[config.mk]
export PLATFORM = sky130hd
export DESIGN_NAME = pipe_stage_skid_flat
export DESIGN_NICKNAME = d
export VERILOG_FILES = /design/src/rtl/pipe_stage_skid_if.sv /design/src/rtl/pipe_stage_skid.sv /design/src/flat_wrapper.sv
export SDC_FILE = /design/constraint.sdc
export NUM_CORES = 1
export LEC_CHECK = 0
export CAP_MARGIN = 30
export CORE_MARGIN = 2
export CORE_UTILIZATION = 45
export DETAILED_ROUTE_END_ITERATION = 8
export PLACE_DENSITY = 0.73
export SLEW_MARGIN = 20
export SYNTH_ARGS = -nofsm -noshare
export SYNTH_HDL_FRONTEND = slang
export SYNTH_SLANG_ARGS = --single-unit
[constraint.sdc]
create_clock -name clk -period 26.1 [get_ports clk]
set_input_delay 7.83 -clock clk [delete_from_list [all_inputs] [get_ports clk]]
set_output_delay 7.83 -clock clk [all_outputs]
set_load 0.005 [all_outputs]
[src/rtl/pipe_stage_skid_if.sv]
// Valid/ready link around one pipe_stage_skid: upstream entry, downstream head,
// synchronous flush and the stall counter readout.
interface pipe_stage_skid_if #(
    parameter int DW     = 32,
    parameter int RF_W   = 5,
    parameter int CTRL_W = 10,
    parameter int CNT_W  = 16
) ();
    logic              flush;

    logic              in_valid;
    logic              in_ready;
    logic [DW-1:0]     alu_res_i;
    logic [DW-1:0]     op2_i;
    logic [DW-1:0]     pcp4_i;
    logic [DW-1:0]     ins_i;
    logic [RF_W-1:0]   rf_i;
    logic [CTRL_W-1:0] ctrl_i;
    logic              exc_i;

    logic              out_valid;
    logic              out_ready;
    logic [DW-1:0]     alu_res_o;
    logic [DW-1:0]     op2_o;
    logic [DW-1:0]     pc_o;
    logic [DW-1:0]     ins_o;
    logic [RF_W-1:0]   rf_o;
    logic [CTRL_W-1:0] ctrl_o;
    logic              exc_o;
    logic [CNT_W-1:0]  stall_cnt_o;

    // Surrounding pipeline: feeds entries, consumes the head.
    modport master (
        output flush, in_valid, alu_res_i, op2_i, pcp4_i, ins_i, rf_i, ctrl_i, exc_i,
        output out_ready,
        input  in_ready, out_valid, alu_res_o, op2_o, pc_o, ins_o, rf_o, ctrl_o, exc_o,
        input  stall_cnt_o
    );

    // The stage itself.
    modport slave (
        input  flush, in_valid, alu_res_i, op2_i, pcp4_i, ins_i, rf_i, ctrl_i, exc_i,
        input  out_ready,
        output in_ready, out_valid, alu_res_o, op2_o, pc_o, ins_o, rf_o, ctrl_o, exc_o,
        output stall_cnt_o
    );
endinterface

[src/rtl/pipe_stage_skid.sv]
// MIPS pipeline stage register with a 2-entry skid buffer, flush, bubble gating
// of side-effect control bits, capture-time transforms and a stall counter.
module pipe_stage_skid #(
    parameter int              DW         = 32,
    parameter int              RF_W       = 5,
    parameter int              CTRL_W     = 10,
    parameter logic [CTRL_W-1:0] GATE_MASK  = 10'h023,
    parameter logic [DW-1:0]   EXC_VECTOR = 32'h40000010,
    parameter int              CNT_W      = 16
) (
    input  logic                  clk,
    input  logic                  reset,
    pipe_stage_skid_if.slave      bus
);

    typedef enum logic [1:0] {
        ST_EMPTY = 2'd0,
        ST_ONE   = 2'd1,
        ST_FULL  = 2'd2
    } state_t;

    typedef struct packed {
        logic [DW-1:0]     alu_res;
        logic [DW-1:0]     op2;
        logic [DW-1:0]     pc;
        logic [DW-1:0]     ins;
        logic [RF_W-1:0]   rf;
        logic [CTRL_W-1:0] ctrl;
        logic              exc;
    } entry_t;

    state_t           state_q, state_d;
    entry_t           main_q, skid_q, in_entry;
    logic [CNT_W-1:0] stall_cnt_q;

    logic in_ready, out_valid;
    logic accept, pop;
    logic load_main_in, load_skid_in, load_main_skid;

    assign accept = bus.in_valid & in_ready & ~bus.flush;
    assign pop    = out_valid & bus.out_ready;

    // Capture transform: exception vector replaces the ALU result, and the
    // incoming PC+4 is turned back into the instruction's own PC.
    always_comb begin
        in_entry.alu_res = bus.exc_i ? EXC_VECTOR : bus.alu_res_i;
        in_entry.op2     = bus.op2_i;
        in_entry.pc      = bus.pcp4_i - DW'(4);
        in_entry.ins     = bus.ins_i;
        in_entry.rf      = bus.rf_i;
        in_entry.ctrl    = bus.ctrl_i;
        in_entry.exc     = bus.exc_i;
    end

    // NOTE: sequential state uses non-blocking assignments so every register
    // samples the pre-edge values regardless of process ordering.
    always_ff @(posedge clk or posedge reset) begin
        if (reset) state_q <= ST_EMPTY;
        else       state_q <= state_d;
    end

    // NOTE: every output of a combinational process gets a default first, so no
    // path through the case leaves a signal unassigned and infers a latch.
    always_comb begin
        state_d        = state_q;
        load_main_in   = 1'b0;
        load_skid_in   = 1'b0;
        load_main_skid = 1'b0;
        case (state_q)
            ST_EMPTY: begin
                if (accept) begin
                    state_d      = ST_ONE;
                    load_main_in = 1'b1;
                end
            end
            ST_ONE: begin
                if (accept && pop) begin
                    load_main_in = 1'b1;
                end else if (accept) begin
                    state_d      = ST_FULL;
                    load_skid_in = 1'b1;
                end else if (pop) begin
                    state_d = ST_EMPTY;
                end
            end
            ST_FULL: begin
                if (pop) begin
                    state_d        = ST_ONE;
                    load_main_skid = 1'b1;
                end
            end
            default: state_d = ST_EMPTY;
        endcase
        // Flush wins over everything; a same-cycle pop has still been seen downstream.
        if (bus.flush) state_d = ST_EMPTY;
    end

    always_comb begin
        in_ready  = (state_q != ST_FULL);
        out_valid = (state_q != ST_EMPTY);
    end

    // NOTE: the two payload entries are reset to zero so the outputs are defined
    // (pc_o, alu_res_o, ctrl_o all 0) from the moment reset asserts.
    always_ff @(posedge clk or posedge reset) begin
        if (reset) begin
            main_q <= '0;
            skid_q <= '0;
        end else begin
            if (load_main_in)        main_q <= in_entry;
            else if (load_main_skid) main_q <= skid_q;
            if (load_skid_in)        skid_q <= in_entry;
        end
    end

    always_ff @(posedge clk or posedge reset) begin
        if (reset) begin
            stall_cnt_q <= '0;
        end else if (out_valid && !bus.out_ready && (stall_cnt_q != {CNT_W{1'b1}})) begin
            stall_cnt_q <= stall_cnt_q + CNT_W'(1);
        end
    end

    assign bus.in_ready    = in_ready;
    assign bus.out_valid   = out_valid;
    assign bus.alu_res_o   = main_q.alu_res;
    assign bus.op2_o       = main_q.op2;
    assign bus.pc_o        = main_q.pc;
    assign bus.ins_o       = main_q.ins;
    assign bus.rf_o        = main_q.rf;
    // Bubbles must not carry MemWr/MemRd/RegWr-style side effects downstream.
    assign bus.ctrl_o      = out_valid ? main_q.ctrl : (main_q.ctrl & ~GATE_MASK);
    assign bus.exc_o       = main_q.exc & out_valid;
    assign bus.stall_cnt_o = stall_cnt_q;

endmodule
[src/flat_wrapper.sv]
// flat-port wrapper written by rule: the top's interface ports become plain ports
module pipe_stage_skid_flat 
#(
    parameter int              DW         = 32,
    parameter int              RF_W       = 5,
    parameter int              CTRL_W     = 10,
    parameter logic [CTRL_W-1:0] GATE_MASK  = 10'h023,
    parameter logic [DW-1:0]   EXC_VECTOR = 32'h40000010,
    parameter int              CNT_W      = 16
)
  (clk, reset, bus_flush, bus_in_valid, bus_alu_res_i, bus_op2_i, bus_pcp4_i, bus_ins_i, bus_rf_i, bus_ctrl_i, bus_exc_i, bus_out_ready, bus_in_ready, bus_out_valid, bus_alu_res_o, bus_op2_o, bus_pc_o, bus_ins_o, bus_rf_o, bus_ctrl_o, bus_exc_o, bus_stall_cnt_o);
  pipe_stage_skid_if #(.DW(DW), .RF_W(RF_W), .CTRL_W(CTRL_W), .CNT_W(CNT_W)) bus_i ();
  input  logic clk;
  input  logic reset;
  input wire logic [$bits(bus_i.flush)-1:0] bus_flush;
  input wire logic [$bits(bus_i.in_valid)-1:0] bus_in_valid;
  input wire logic [$bits(bus_i.alu_res_i)-1:0] bus_alu_res_i;
  input wire logic [$bits(bus_i.op2_i)-1:0] bus_op2_i;
  input wire logic [$bits(bus_i.pcp4_i)-1:0] bus_pcp4_i;
  input wire logic [$bits(bus_i.ins_i)-1:0] bus_ins_i;
  input wire logic [$bits(bus_i.rf_i)-1:0] bus_rf_i;
  input wire logic [$bits(bus_i.ctrl_i)-1:0] bus_ctrl_i;
  input wire logic [$bits(bus_i.exc_i)-1:0] bus_exc_i;
  input wire logic [$bits(bus_i.out_ready)-1:0] bus_out_ready;
  output wire logic [$bits(bus_i.in_ready)-1:0] bus_in_ready;
  output wire logic [$bits(bus_i.out_valid)-1:0] bus_out_valid;
  output wire logic [$bits(bus_i.alu_res_o)-1:0] bus_alu_res_o;
  output wire logic [$bits(bus_i.op2_o)-1:0] bus_op2_o;
  output wire logic [$bits(bus_i.pc_o)-1:0] bus_pc_o;
  output wire logic [$bits(bus_i.ins_o)-1:0] bus_ins_o;
  output wire logic [$bits(bus_i.rf_o)-1:0] bus_rf_o;
  output wire logic [$bits(bus_i.ctrl_o)-1:0] bus_ctrl_o;
  output wire logic [$bits(bus_i.exc_o)-1:0] bus_exc_o;
  output wire logic [$bits(bus_i.stall_cnt_o)-1:0] bus_stall_cnt_o;
  assign bus_i.flush = bus_flush;
  assign bus_i.in_valid = bus_in_valid;
  assign bus_i.alu_res_i = bus_alu_res_i;
  assign bus_i.op2_i = bus_op2_i;
  assign bus_i.pcp4_i = bus_pcp4_i;
  assign bus_i.ins_i = bus_ins_i;
  assign bus_i.rf_i = bus_rf_i;
  assign bus_i.ctrl_i = bus_ctrl_i;
  assign bus_i.exc_i = bus_exc_i;
  assign bus_i.out_ready = bus_out_ready;
  assign bus_in_ready = bus_i.in_ready;
  assign bus_out_valid = bus_i.out_valid;
  assign bus_alu_res_o = bus_i.alu_res_o;
  assign bus_op2_o = bus_i.op2_o;
  assign bus_pc_o = bus_i.pc_o;
  assign bus_ins_o = bus_i.ins_o;
  assign bus_rf_o = bus_i.rf_o;
  assign bus_ctrl_o = bus_i.ctrl_o;
  assign bus_exc_o = bus_i.exc_o;
  assign bus_stall_cnt_o = bus_i.stall_cnt_o;
  pipe_stage_skid #(.DW(DW), .RF_W(RF_W), .CTRL_W(CTRL_W), .GATE_MASK(GATE_MASK), .EXC_VECTOR(EXC_VECTOR), .CNT_W(CNT_W)) u_core (.clk(clk), .reset(reset), .bus(bus_i));
endmodule
==> run summary <==
- outcome: finished clean
- most used flip-flop cell after synthesis: dfrtp_1
- number of enable-type register cells in the synthesized netlist: 0
- required time at the endpoint of the critical path: 18.27 ns
- WL/cell: 17.8 um
- total grt overflow: 0
- netlist area before placement: 0.0144 mm2
- Inserted Clock Buffers: 31
- capturing point of the worst reg2reg path: u_core.bus.pc_o[3]$_DFFE_PP0P_
- part of the Yosys area used for sequential elements: 0.531
- Mean Syn Cell Area: 9.77 um2
- Cell Rows: 65
- weighted congestion reported at the end of routability-driven placement: 0.838
- final core utilization: 0.567
- yosys warns: 0
- CP top delay family: simple AND/OR/NAND/NOR gates
- highest-delay cell along the critical path: nor2_1
- Clock Sink Count: 306
- area added between synthesis and finish: 24.2%
- routed length on met1: 16.0 mm
- Crit Path Class: register to output port
- top routing layer used: met5
- highest attainable clock frequency: 98.7 MHz
- category of the worst setup path launch point: register
- residual antenna-violating net count after detailed routing: 0
- arrival time of data at the critical path endpoint: 2.30 ns
- fraction of layout instances using a drive strength above 1: 0.0996
- Worst R2R Setup Slack: 23.32 ns
- Final Setup Violations: 0
- number of gates resized after cts: 0
- total wirelength of the detailed-routed design: 36.2 mm
- vertical die dimension: 183 um
- Post-synth ARST share: 1.00
- Max Root-Sink Buffers: 3
- critical path depth in cells: 3
- post-DR vias/cell: 5.34
- global routing usage summed across all routing layers: 0.211
- total die area: 0.0335 mm2
- Worst Reg-to-Reg Cells: 5
- buffers inserted by post-CTS timing repair: 0
- Fin Setup TNS: 0 ns
- TritonCTS clock tree: built
- number of DRC markers after the initial detailed-route iteration: 753
- worst setup path start: u_core.state_q[1]$_DFFE_PP0P_
- Final Hold Viols: 0
- nets in the synthesized netlist: 1627
- leakage power total: 7.80 nW
- post-layout min period: 10.13 ns
- relative slew slack: 0.383
- setup slack after placement: 15.50 ns
- Worst Setup Slack, final: 15.97 ns
- hold-fix buffers at CTS: 0
- total power divided by cell area: 76.2 mW/mm2
- slew of the pin with the lowest slew margin: 0.926 ns
- highest net fanout along the worst path: 7
- via count of the first global-routing pass: 10749
- DRC violation count after routing: 0
- final cycle utilization of the critical path: 0.388
- cell at the root of the clock tree: clkbuf_16
- worst stage delay on the critical path: 0.63 ns
- Post-Route Hold Slack: 0.479 ns
- initial cell density of the core: 0.457
- worst clock skew: 0.0117 ns
- Synth area leaders: dfrtp_1, nand2_1, buf_4
- Mapped Cells: 1476
- DIE WIDTH: 183 um
- Port Buffers: 310
- first drt pass iteration count: 5
- number of top-level pins: 311
- Yosys top cell by area: dfrtp_1
- clock latency reported for the late side of the worst-skew pair: 0.55 ns
- first-pass GRT wire length: 57.2 mm
- metal2 WL: 17.0 mm
- initial antenna violation count: 5
- largest net degree at the start of global routing: 100
- post-detail-place hpwl: 23.7 mm
- maximum vdd drop: 0.0448 mV
- count of max-cap constraint violations: 0
- CTS H-Tree Depth: 1
- register bit count reported by yosys: 306
- number of unique standard cell types used by synthesis: 47
- Core ar.: 0.0316 mm2
- RSZ-0062 raised after global routing: false
- Final Max Tran Viols: 0
- Worst setup EP type: output port
- clock edge transition at the registers on the reported setup and hold paths: 0.06 ns
- Worst R2R Start: u_core.state_q[1]$_DFFE_PP0P_
- Yosys top cell area share: 0.531
- met3 wire len: 2.17 mm
- fin nets: 1758
- number of buffers and inverters on the critical path: 1
- capture point of the worst path: bus_exc_o
- Via Count: 10858
- list of cells traversed by the critical path: nor2_1 > nor2b_1 > clkdlybuf4s50_1
- worst hold path class: register to register
[worst min path at each step]
stage / from / to / slack [ns] / cells after the start
detailed placement: u_core.skid_q[112]$_DFFE_PP0P_ / u_core.skid_q[112]$_DFFE_PP0P_ / 0.47 / 2
floorplan: u_core.skid_q[112]$_DFFE_PP0P_ / u_core.skid_q[112]$_DFFE_PP0P_ / 0.45 / 2
global route: u_core.skid_q[68]$_DFFE_PP0P_ / u_core.skid_q[68]$_DFFE_PP0P_ / 0.50 / 2
global placement: u_core.skid_q[77]$_DFFE_PP0P_ / u_core.skid_q[77]$_DFFE_PP0P_ / 0.46 / 2
CTS: u_core.skid_q[52]$_DFFE_PP0P_ / u_core.skid_q[52]$_DFFE_PP0P_ / 0.48 / 2
finish: u_core.skid_q[52]$_DFFE_PP0P_ / u_core.skid_q[52]$_DFFE_PP0P_ / 0.48 / 2
[cell families after synthesis]
group	after synthesis	synth area share
XOR/XNOR	39	0.0237
AND/OR/NAND/NOR	578	0.184
buffers and inverters	235	0.101
multiplexers	84	0.0655
AO/OA/AOI/OAI	232	0.0930
flip-flops	306	0.531
adder cells (fa/ha/maj)	2	0.00174
[metrics by stage]
stage	power [mW]	area, um2	cells
finish	1.36	17900	2033
global route	1.43	17900	2032
CTS	1.38	17800	2024
detailed placement	0.925	16800	1971
global placement	0.911	16700	1969
floorplan	0.812	14400	1476
[cell usage in the layout, fill, tap and decap left out, drive strengths merged, types with 2 or more instances in the layout]
| master | Yosys | final |
|---|---|---|
| a21oi | 57 | 57 |
| a221o | 2 | 2 |
| a22oi | 6 | 6 |
| a31oi | 85 | 85 |
| and2 | 2 | 2 |
| and3 | 48 | 48 |
| and4 | 3 | 3 |
| buf | 174 | 18 |
| bufinv | 0 | 3 |
| clkbuf | 55 | 46 |
| clkdlybuf4s50 | 0 | 309 |
| clkinv | 0 | 3 |
| dfrtp | 306 | 306 |
| diode | 0 | 4 |
| ha | 2 | 2 |
| inv | 6 | 7 |
| mux2 | 83 | 83 |
| nand2 | 334 | 334 |
| nand2b | 32 | 32 |
| nand3 | 6 | 6 |
| nand4 | 8 | 8 |
| nor2 | 103 | 103 |
| nor2b | 7 | 7 |
| nor3 | 15 | 15 |
| nor3b | 3 | 3 |
| nor4 | 11 | 11 |
| o21ai | 71 | 71 |
| o22ai | 3 | 3 |
| o31a | 2 | 2 |
| or3 | 3 | 3 |
| or4 | 3 | 3 |
| xnor2 | 34 | 34 |
| xor2 | 5 | 5 |
[report_power, final]
part	switching [mW]	leakage (nW)	total, mW	internal [mW]
logic	0.115	3.63	0.282	0.167
clock network	0.181	0.500	0.447	0.266
registers	0.0590	3.67	0.636	0.577
[cell usage after synthesis (2+ instances only)]
cell / count
o21ai_1: 14
xnor2_1: 34
nand2_1: 334
nand4_1: 6
mux2_1: 9
clkbuf_1: 55
a221o_1: 2
a21oi_1: 56
and4_1: 3
nor4_1: 4
nand4_4: 2
a22oi_1: 6
nor2b_1: 7
inv_1: 6
nor2_1: 103
xor2_1: 5
nor3b_1: 2
dfrtp_1: 306
or4_1: 2
nand3_1: 6
buf_4: 140
and3_1: 48
nor4_4: 5
o22ai_1: 3
nand2b_1: 32
and2_1: 2
ha_1: 2
o31a_1: 2
or3_1: 3
nor3_1: 11
nor3_2: 4
nor4_2: 2
mux2_2: 74
o21ai_0: 56
buf_2: 34
a31oi_1: 85
[flip-flops by register name, indices dropped and copies added (netlist names)]
signal,count
u_core.main_q,11
u_core.bus.ins_o,32
u_core.skid_q,144
u_core.bus.rf_o,5
u_core.bus.op2_o,32
u_core.bus.stall_cnt_o,16
u_core.bus.pc_o,32
u_core.state_q,2
u_core.bus.alu_res_o,32
[cell type report]
class | instances | area [um2]
Clock buffer | 46 | 902
Sequential cell | 306 | 7660
Clock inverter | 7 | 114
Antenna cell | 4 | 10.0
Tap cell | 402 | 503
Fill cell | 2650 | 13600
Timing Repair Buffer | 327 | 3360
Inverter | 6 | 30.0
Multi-Input combinational cell | 935 | 5330
[per-layer routing]
metal  vias up  global-route usage
met5         -                   0
met4         2              0.0726
met3        61              0.0336
met2       355               0.341
met1      5350               0.292
li1       5090                   -
[worst min-delay path, cell delays in order, from the launching register on]
cell	delay, ns
dfrtp_1	0.34
nand2_1	0.05
o21ai_0	0.06
(Power assumes the default switching activity.)
